--- src/rtl/pad_reader_pkg.sv ---
// Shared types, default 50 MHz timing constants and width helpers for the
// multi-pad shift-register controller reader.
package pad_reader_pkg;

  typedef enum logic [2:0] {
    IDLE     = 3'd0,
    LATCH    = 3'd1,
    SAMPLE   = 3'd2,
    PULSE_HI = 3'd3,
    DONE     = 3'd4
  } state_t;

  localparam int unsigned DEF_NUM_PADS     = 32'd2;
  localparam int unsigned DEF_NUM_BUTTONS  = 32'd8;
  localparam int unsigned DEF_LATCH_CYCLES = 32'd600;     // 12 us @ 50 MHz
  localparam int unsigned DEF_PULSE_CYCLES = 32'd300;     // 6 us half-period @ 50 MHz
  localparam int unsigned DEF_POLL_CYCLES  = 32'd833333;  // 60 Hz @ 50 MHz

  // Bits needed for a counter that runs 0 .. max_count-1 (never less than one bit).
  function automatic int unsigned cnt_width(input int unsigned max_count);
    if (max_count > 32'd1) begin
      return $clog2(max_count);
    end else begin
      return 32'd1;
    end
  endfunction

  // Largest of three interval lengths, used to size the shared timer.
  function automatic int unsigned max3(input int unsigned a,
                                       input int unsigned b,
                                       input int unsigned c);
    int unsigned m;
    m = (a > b) ? a : b;
    return (m > c) ? m : c;
  endfunction

endpackage

--- src/rtl/pad_sync.sv ---
// Parametrised-width two-flop synchroniser with synchronous active-high reset.
module pad_sync #(
  parameter int unsigned WIDTH = 32'd1
) (
  input  logic             clk,
  input  logic             rst,
  input  logic [WIDTH-1:0] raw,
  output logic [WIDTH-1:0] synced
);

  logic [WIDTH-1:0] meta_r;
  logic [WIDTH-1:0] sync_r;

  // Two register stages bring the asynchronous pad lines into the clk domain.
  always_ff @(posedge clk) begin
    if (rst) begin
      meta_r <= '0;
      sync_r <= '0;
    end else begin
      meta_r <= raw;
      sync_r <= meta_r;
    end
  end

  assign synced = sync_r;

endmodule

--- src/rtl/multi_pad_reader.sv ---
// Polls NUM_PADS NES/SNES-style shift-register pads sharing one latch and one
// pulse line; publishes an atomic, active-high button word once per frame.
// Optional build macro PAD_EDGE_DET_EN adds the `pressed` newly-pressed output.
module multi_pad_reader
  import pad_reader_pkg::*;
#(
  parameter int unsigned NUM_PADS     = DEF_NUM_PADS,
  parameter int unsigned NUM_BUTTONS  = DEF_NUM_BUTTONS,
  parameter int unsigned LATCH_CYCLES = DEF_LATCH_CYCLES,
  parameter int unsigned PULSE_CYCLES = DEF_PULSE_CYCLES,
  parameter int unsigned POLL_CYCLES  = DEF_POLL_CYCLES
) (
  input  logic                            clk,
  input  logic                            rst,
  input  logic                            start,
  input  logic [NUM_PADS-1:0]             pad_data,
  output logic                            pad_latch,
  output logic                            pad_pulse,
  output logic [NUM_PADS*NUM_BUTTONS-1:0] buttons,
  output logic                            frame_valid,
  output logic                            busy
`ifdef PAD_EDGE_DET_EN
  ,
  output logic [NUM_PADS*NUM_BUTTONS-1:0] pressed
`endif
);

  localparam int unsigned TMR_W = cnt_width(max3(LATCH_CYCLES, PULSE_CYCLES, POLL_CYCLES));
  localparam int unsigned IDX_W = cnt_width(NUM_BUTTONS);

  localparam logic [TMR_W-1:0] TMR_ONE    = TMR_W'(32'd1);
  localparam logic [TMR_W-1:0] LATCH_LAST = TMR_W'(LATCH_CYCLES - 32'd1);
  localparam logic [TMR_W-1:0] PULSE_LAST = TMR_W'(PULSE_CYCLES - 32'd1);
  localparam logic [TMR_W-1:0] POLL_LAST  = TMR_W'(POLL_CYCLES - 32'd1);
  localparam logic [IDX_W-1:0] IDX_ONE    = IDX_W'(32'd1);
  localparam logic [IDX_W-1:0] IDX_LAST   = IDX_W'(NUM_BUTTONS - 32'd1);

  state_t                                     state_r;
  logic [TMR_W-1:0]                           timer_r;
  logic [IDX_W-1:0]                           idx_r;
  logic [NUM_PADS-1:0][NUM_BUTTONS-1:0]       shift_r;
  logic [NUM_PADS-1:0][NUM_BUTTONS-1:0]       shift_next_s;
  logic [NUM_PADS-1:0][NUM_BUTTONS-1:0]       buttons_r;
  logic [NUM_PADS-1:0]                        sync_s;
  logic                                       pad_latch_r;
  logic                                       pad_pulse_r;
  logic                                       frame_valid_r;
  logic                                       busy_r;
  logic                                       sample_end_s;
  logic                                       frame_end_s;

  pad_sync #(
    .WIDTH (NUM_PADS)
  ) u_pad_sync (
    .clk    (clk),
    .rst    (rst),
    .raw    (pad_data),
    .synced (sync_s)
  );

  assign sample_end_s = (state_r == SAMPLE) && (timer_r == PULSE_LAST);
  assign frame_end_s  = sample_end_s && (idx_r == IDX_LAST);

  // Shift registers with the current bit of every pad merged in (pads are active-low).
  always_comb begin
    shift_next_s = shift_r;
    for (int p = 0; p < int'(NUM_PADS); p++) begin
      shift_next_s[p][idx_r] = ~sync_s[p];
    end
  end

  // Frame sequencer: shared timer, bit index, sampling and registered pad/status outputs.
  always_ff @(posedge clk) begin
    if (rst) begin
      state_r       <= IDLE;
      timer_r       <= '0;
      idx_r         <= '0;
      shift_r       <= '0;
      buttons_r     <= '0;
      pad_latch_r   <= 1'b0;
      pad_pulse_r   <= 1'b0;
      frame_valid_r <= 1'b0;
      busy_r        <= 1'b0;
    end else begin
      case (state_r)
        IDLE: begin
          if (start || (timer_r == POLL_LAST)) begin
            state_r     <= LATCH;
            timer_r     <= '0;
            pad_latch_r <= 1'b1;
            busy_r      <= 1'b1;
          end else begin
            timer_r <= timer_r + TMR_ONE;
          end
        end
        LATCH: begin
          if (timer_r == LATCH_LAST) begin
            state_r     <= SAMPLE;
            timer_r     <= '0;
            idx_r       <= '0;
            pad_latch_r <= 1'b0;
          end else begin
            timer_r <= timer_r + TMR_ONE;
          end
        end
        SAMPLE: begin
          if (sample_end_s) begin
            timer_r <= '0;
            shift_r <= shift_next_s;
            if (frame_end_s) begin
              // Publish the whole word together with the strobe seen in DONE.
              state_r       <= DONE;
              buttons_r     <= shift_next_s;
              frame_valid_r <= 1'b1;
            end else begin
              state_r     <= PULSE_HI;
              pad_pulse_r <= 1'b1;
            end
          end else begin
            timer_r <= timer_r + TMR_ONE;
          end
        end
        PULSE_HI: begin
          if (timer_r == PULSE_LAST) begin
            state_r     <= SAMPLE;
            timer_r     <= '0;
            idx_r       <= idx_r + IDX_ONE;
            pad_pulse_r <= 1'b0;
          end else begin
            timer_r <= timer_r + TMR_ONE;
          end
        end
        DONE: begin
          state_r       <= IDLE;
          timer_r       <= '0;
          frame_valid_r <= 1'b0;
          busy_r        <= 1'b0;
        end
        default: begin
          state_r       <= IDLE;
          timer_r       <= '0;
          idx_r         <= '0;
          pad_latch_r   <= 1'b0;
          pad_pulse_r   <= 1'b0;
          frame_valid_r <= 1'b0;
          busy_r        <= 1'b0;
        end
      endcase
    end
  end

  assign pad_latch   = pad_latch_r;
  assign pad_pulse   = pad_pulse_r;
  assign buttons     = buttons_r;
  assign frame_valid = frame_valid_r;
  assign busy        = busy_r;

`ifdef PAD_EDGE_DET_EN
  logic [NUM_PADS-1:0][NUM_BUTTONS-1:0] pressed_r;

  // Newly pressed buttons, presented only alongside the frame_valid strobe.
  always_ff @(posedge clk) begin
    if (rst) begin
      pressed_r <= '0;
    end else if (frame_end_s) begin
      pressed_r <= shift_next_s & ~buttons_r;
    end else begin
      pressed_r <= '0;
    end
  end

  assign pressed = pressed_r;
`endif

endmodule

--- config.mk ---
export PLATFORM = sky130hd
export DESIGN_NAME = multi_pad_reader
export DESIGN_NICKNAME = d
export VERILOG_FILES = /design/src/rtl/pad_reader_pkg.sv /design/src/rtl/pad_sync.sv /design/src/rtl/multi_pad_reader.sv
export SDC_FILE = /design/constraint.sdc
export NUM_CORES = 1
export LEC_CHECK = 0
export BUFFER_PORTS_ARGS = -buffer_cell sky130_fd_sc_hd__buf_4
export CAP_MARGIN = 20
export CORE_ASPECT_RATIO = 1.4
export CORE_MARGIN = 1.5
export CORE_UTILIZATION = 35
export CTS_BUF_LIST = sky130_fd_sc_hd__clkbuf_8
export DETAILED_ROUTE_END_ITERATION = 12
export GPL_TIMING_DRIVEN = 1
export HOLD_SLACK_MARGIN = 0.08
export SYNTH_ARGS = -nofsm -noshare
export SYNTH_HDL_FRONTEND = slang
export SYNTH_HIERARCHICAL = 1
export SYNTH_SLANG_ARGS = --single-unit
--- constraint.sdc ---
create_clock -name clk -period 2.2 [get_ports clk]
set_input_delay 0.55 -clock clk [delete_from_list [all_inputs] [get_ports clk]]
set_output_delay 0.55 -clock clk [all_outputs]
set_load 0.005 [all_outputs]
==> qor.csv, run 1 <==
metric,value,unit
status,finished clean,
start_kind,register,
max_slew_margin,0.6240,
cts_resized,0,
wl_per_cell,13.12,µm
final_net_count,385,
hp-class,in -> reg,
min_period,2.015,ns
syn-num-nets,356,
holdPathEnd,u_pad_sync/meta_r[1],
clock_sinks,66,
leakagePower,1.388,nW
fmax,0.4962,GHz
grt_use_total,0.1442,
min_from,pad_data[1],
drive_gt1_frac,0.1837,
first_iter_violations,74,
globalplace.congestion,0.8363,
n_antenna_cell,0,
cp_cell_sequence,nor4_4 -> nand4_2 -> buf_4 -> nor3_4 -> mux2i_1 -> nor2_1,
vias,2472,
r2r_cells,6,
syn_avg_cell_area,9.094,µm²
synthArstFlopShare,0,
fin_tns_setup,0,ns
finalSetupViolations,0,
crit_family,simple AND/OR/NAND/NOR gates,
required,2.42,ns
initial_core_util,0.3645,
finalWorstSetupSlack,0.1847,ns
syn_inst,347,
stdcell_count,486,
power_density,695.7,mW/mm²
ys_seq_area_frac,0.4187,
grt_max_degree,46,
post-route-period-util,0.9160,
ir_drop,0.3917,mV
die_height,115.3,µm
ys_warn_count,6,
htree_levels,3,
cp_num_buf_inv,1,
holdWs,0.4228,ns
rsz0062_at_grt,false,
ios,25,
synth_cell_type_count,47,
cp_max_fo,7,
core,0.008658,mm²
crit_type,reg -> reg,
numPlacedInstances,470,
final_hold_viol_count,0,
wirelength,6375,µm
path_clk_slew,0.07,ns
cts_root_buf,clkbuf_8,
holdBufCountCts,0,
via_per_inst,5.086,
synth_ff_type,dfxtp_1,
dp_hpwl,4534,µm
antenna_found_initial,0,
cp_slowest_cell,nor4_4,
grt-ovfl-total,0,
numPortBuffers,24,
clock_skew,0.01255,ns
syn_to_final_growth,15.23,%
synth_seq_cells,66,
cp-end-kind,register,
timing.rr.start,timer_r[11],
pre_cts_slack,0.1699,ns
multi_input_area,0.001700,mm²
ant_nets,0,
clk_path_buf_depth,2,
cts_buffers,9,
worst_pin_slew,0.5562,ns
maxSlewViolCount,0,
dr.pass1.iters,4,
grt_pass1_wl,11090,µm
regArea,0.001321,mm²
r2r-end,shift_r[8],
syn_area,0.003156,mm²
holdPathStages,2,
max_stage_delay,0.37,ns
die_width,83.25,µm
critical_path_arrival,2.23,ns
cts_tree,built,
grt_pass1_vias,2410,
post-cts-setup-buffers,0,
rrSetupSlack,0.18,ns
max_cap_violations,0,
nFillCells,874,
clk_latency,0.35,ns
row_count,40,
drc,0,
synth_edf_count,0,
die_area,0.009602,mm²
[Yosys cell counts (2+ instances only)]
cell      instances  area, µm²
mux2i_1          23      230.2
nor2_1           71      266.5
buf_6             2      22.52
or3_1             3      18.77
buf_4             2      15.01
nor4_4            4      85.08
nand3b_1          3      22.52
nand2b_1          3      18.77
clkbuf_1         10      37.54
a21oi_1          13      65.06
o21ai_0          11      55.05
a211oi_1         13      97.59
nor3_1            7      35.03
o31a_1            2      17.52
nand3_1          10      50.05
xnor2_1           7      61.31
nor4_1            4      25.02
ha_1              4      50.05
and4_1            2      17.52
xor2_1           11      96.34
nand2_1          22      82.58
nor2b_1           9      56.30
and3_1            4      25.02
dfxtp_1          66       1321
nor3b_1           4      30.03
nand4_1           8      50.05
inv_1             7      26.28
nor4b_4           3      71.32
[kinds of logic (layout without fill, tap and decap cells)]
kind of cell               count (synthesis)  count (layout)  share of synthesized area
and+or+nand+nor                          169             169                     0.3129
DFF                                       66              66                     0.4187
AOI/OAI and AO/OA                         43              43                    0.08525
buffers and inverters                     24              58                    0.04441
muxes                                     23              23                    0.07296
xor gates and xnor gates                  18              18                    0.04996
adders and majority gates                  4               4                    0.01586
[through the flow]
stage                       util  total power [W]  cell area (µm²)
after global routing      0.4199         0.002666             3636
after CTS                 0.4199         0.002563             3636
after global placement    0.3990         0.001640             3455
final                     0.4199         0.002530             3636
after floorplan                -         0.001567             3156
after detailed placement  0.3990         0.001642             3455
[state kept, by name (all words and copies together) (netlist names), 2 cells and up]
register and count:
buttons 16, idx_r 3, shift_r 16, state_r 3
timer_r 20, u_pad_sync/meta_r 2, u_pad_sync/synced 2
[cell type report]
class	count	area share
timing repair buffer	35	0.07571
clock inverter	5	0.008259
sequential	66	0.3634
inverter	7	0.007226
clock buffer	11	0.04164
tap	105	0.03613
multi-input combinational	257	0.4677
[power by group]
| part | internal, W | switching, W | total, W |
|---|---|---|---|
| clock network | 0.000464 | 0.000453 | 0.000916 |
| logic | 0.000122 | 0.000199 | 0.000321 |
| registers | 0.00123 | 0.0000578 | 0.00129 |
[per-layer routing]
| metal | global-route usage | routed length [µm] | up-vias |
|---|---|---|---|
| met5 | 0 | 0 | - |
| met4 | 0.06556 | 150 | 0 |
| met3 | 0.04666 | 197 | 12 |
| met2 | 0.2612 | 3286 | 33 |
| met1 | 0.1528 | 2740 | 1162 |
| li1 | - | - | 1265 |
[placed cells by master, fill, tap and decap left out, types with 3 or more instances in the layout]
master,instances
a211oi_1,13
a21oi_1,13
and3_1,4
buf_4,34
clkbuf_8,11
dfxtp_1,66
ha_1,4
inv_1,8
mux2i_1,23
nand2_1,22
nand2b_1,3
nand3_1,10
nand3b_1,3
nand4_1,8
nor2_1,71
nor2b_1,9
nor3_1,7
nor3b_1,4
nor4_1,3
nor4_4,4
nor4b_4,3
o21ai_0,11
or3_1,3
xnor2_1,7
xor2_1,11
[worst max path at each step]
stage | start | to | slack, ns | depth (start not counted)
after floorplan | timer_r[11] | buttons[0] | 0.47 | 7
after global placement | timer_r[11] | shift_r[8] | 0.21 | 6
after detailed placement | timer_r[11] | shift_r[8] | 0.17 | 6
after CTS | timer_r[11] | shift_r[8] | 0.16 | 6
after global routing | timer_r[11] | shift_r[10] | 0.05 | 6
final | timer_r[11] | shift_r[8] | 0.18 | 6
Note: power is estimated with default switching activity, not from simulation.
==> run 2: changes to the inputs <==
Settings changed: ABC_AREA set to 1.
==> run 2 against run 1 <==
The run now ends with design-rule violations left. Sequential cell count did not move. Count of clock-buffer cells in the layout rose by 1. First-iteration DRC count rose by 74%. Critical endpoint is now shift_r[12].
==> qor.csv, run 2 <==
metric,value,unit,change
final_net_count,528,,+37%
syn_area,0.003348,mm²,+6.1%
cts_buffers,9,,unchanged
cts_tree,built,,
min_from,u_pad_sync/meta_r[0],,
grt_use_total,0.1626,,+0.01839
layout_common_cells,"nand2_1, nor2_1, inv_1",,
crit_family,buffers and inverters,,
grt_pass1_vias,2918,,+21%
clock_skew,0.009124,ns,-0.003430 ns
ios,25,,unchanged
initial_core_util,0.3579,,-0.006505
fmax,0.5166,GHz,+4.1%
max_stage_delay,0.42,ns,+0.05 ns
crit_type,reg -> reg,,
finalInstanceArea,0.003859,mm²,+6.1%
wirelength,7654,µm,+20%
nFillCells,1014,,+16%
critical_path_arrival,2.18,ns,-0.05 ns
violations,design-rule violations,,
syn_inst,488,,+41%
ir_drop,0.2964,mV,-24%
grt_pass1_wl,13030,µm,+18%
largest_register,timer_r,,
via_per_inst,4.812,,-5.4%
r2r_cells,12,,+6
numPortBuffers,24,,unchanged
htree_levels,3,,unchanged
synth_cell_type_count,35,,-26%
timing.rr.start,timer_r[0],,
cp-end-kind,register,,
final_common_cell,nand2_1,,
synth_top_area_frac,0.3946,,-0.02410
yosysTopAreaCell,dfxtp_1,,
clock_sinks,66,,unchanged
grt_max_degree,27,,-41%
wl_per_cell,12.09,µm,-7.8%
rsz0062_at_grt,false,,
synth_most_common_cell,nand2_1,,
synth_area_leaders,"dfxtp_1, nand2_1, nor2_1, inv_1, o21ai_0",,
max_cap_violations,0,,unchanged
die_width,85.66,µm,+2.9%
finalSetupViolations,0,,unchanged
r2r-end,shift_r[12],,
holdPathStages,2,,unchanged
worst_path_most_repeated_cell,nand2_1,,
ant_nets,0,,unchanged
synthArstFlopShare,0,,unchanged
holdPathEnd,u_pad_sync/synced[0],,
first_iter_violations,129,,+74%
synth_commonest_cells,"nand2_1, nor2_1, inv_1",,
holdWs,0.4014,ns,-0.02132 ns
core,0.009354,mm²,+8.0%
status,"finished, violations left",,
clk_latency,0.33,ns,-0.02 ns
power_density,822.2,mW/mm²,+18%
antenna_found_initial,0,,unchanged
fin_tns_setup,0,ns,unchanged
syn_to_final_growth,15.25,%,about the same
rrSetupSlack,0.26,ns,+0.08 ns
min_period,1.936,ns,-0.07954 ns
cp_slowest_cell,dfxtp_1,,
drc,2,,+2
max_slew_margin,0.6276,,+0.003630
synth_seq_cells,66,,unchanged
syn_avg_cell_area,6.861,µm²,-25%
row_count,42,,+5.0%
cp_num_buf_inv,4,,+3
synth_edf_count,0,,unchanged
cp_max_fo,16,,+9
path_clk_slew,0.07,ns,about the same
ys_seq_area_frac,0.3946,,-0.02410
largest_register_ffs,20,,unchanged
drive_gt1_frac,0.1396,,-0.04415
dp_hpwl,5890,µm,+30%
grt-ovfl-total,0,,unchanged
synth_ff_type,dfxtp_1,,
worst_pin_slew,0.5543,ns,-0.001874 ns
ys_warn_count,6,,unchanged
leakagePower,1.742,nW,+26%
die_area,0.01017,mm²,+5.9%
cts_root_buf,clkbuf_8,,
clk_path_buf_depth,2,,unchanged
place_area,0.003643,mm²,+5.5%
die_height,118.7,µm,+2.9%
n_antenna_cell,0,,unchanged
cp_cell_sequence,ha_2 -> nand2_1 -> inv_1 -> nand2_1 -> nor2_2 -> nand3_2 -> inv_2 -> nand2_2 -> clkinv_2 -> buf_4 -> nor2_1 -> a211oi_1,,
vias,3046,,+23%
start_kind,register,,
required,2.45,ns,+0.03 ns
final_hold_viol_count,0,,unchanged
maxSlewViolCount,0,,unchanged
globalplace.congestion,0.8992,,+7.5%
post-route-period-util,0.8799,,-0.03615
dr.pass1.iters,8,,+4
syn-num-nets,497,,+40%
hp-class,reg -> reg,,
-- run 2: cell type report --
cell class                      count  area (µm²)  share of cell area
Sequential cell                    66        1321              0.3424
Timing Repair Buffer               29       217.7             0.05642
Inverter                           79       297.8             0.07717
Tap cell                          110       137.6             0.03567
Clock buffer                       12       165.2             0.04280
Clock inverter                      3       38.79             0.01005
Multi-Input combinational cell    334        1680              0.4355
-- run 2: report_power, final --
part	switching [W]	internal, W	total [W]
clock	0.000440	0.000605	0.00104
sequential	0.0000821	0.00127	0.00135
combinational	0.000521	0.000256	0.000777
-- run 2: worst max path at each step --
stage                           from          end  slack [ns]  cells past startpoint
after global placement    timer_r[0]   buttons[8]        0.28                      8
after global routing      timer_r[0]  shift_r[12]        0.02                     12
final                     timer_r[0]  shift_r[12]        0.26                     12
after detailed placement  timer_r[0]  buttons[10]        0.18                      8
after floorplan           timer_r[0]   buttons[1]        0.52                     13
after CTS                 timer_r[0]  buttons[10]        0.15                      8
-- run 2: stage by stage --
stage	cells	worst slack [ns]	utilization	total power, W
floorplan	488	0.5199	-	0.001914
global placement	618	0.2783	0.3895	0.002140
detailed placement	618	0.1817	0.3895	0.002155
CTS	633	0.1520	0.4113	0.003209
global route	633	0.02152	0.4125	0.003373
finish	633	0.2643	0.4125	0.003173
-- run 2: what timing repair did --
action                                  in CTS  in global routing
resized for setup                            0                  2
buffers inserted                             0                  0
endpoints found under the setup margin       0                 14
hold buffers                                 0                  0
-- run 2: kinds of logic (layout without fill, tap and decap cells) --
family / after synthesis / count (layout) / synth area share
simple gates: 255 / 255 / 0.3528
buf+inv: 88 / 123 / 0.1069
fa+ha+maj: 4 / 4 / 0.01495
compound gates: 68 / 68 / 0.1125
flops: 66 / 66 / 0.3946
xor+xnor: 7 / 7 / 0.01831
-- run 2: routing by layer --
metal	routed length (µm)	vias up	global-route usage
met3	307	16	0.03282
li1	-	1599	-
met1	3001	1363	0.1674
met2	4145	68	0.3051
met4	200	0	0.07762
met5	0	-	0
-- run 2: worst min-delay path, delay by kind of cell (launching register included) --
| kind | cells | cell delay [ns] |
|---|---|---|
| simple gates | 1 | 0.03 |
| buf+inv | 1 | 0.04 |
| flops | 1 | 0.30 |
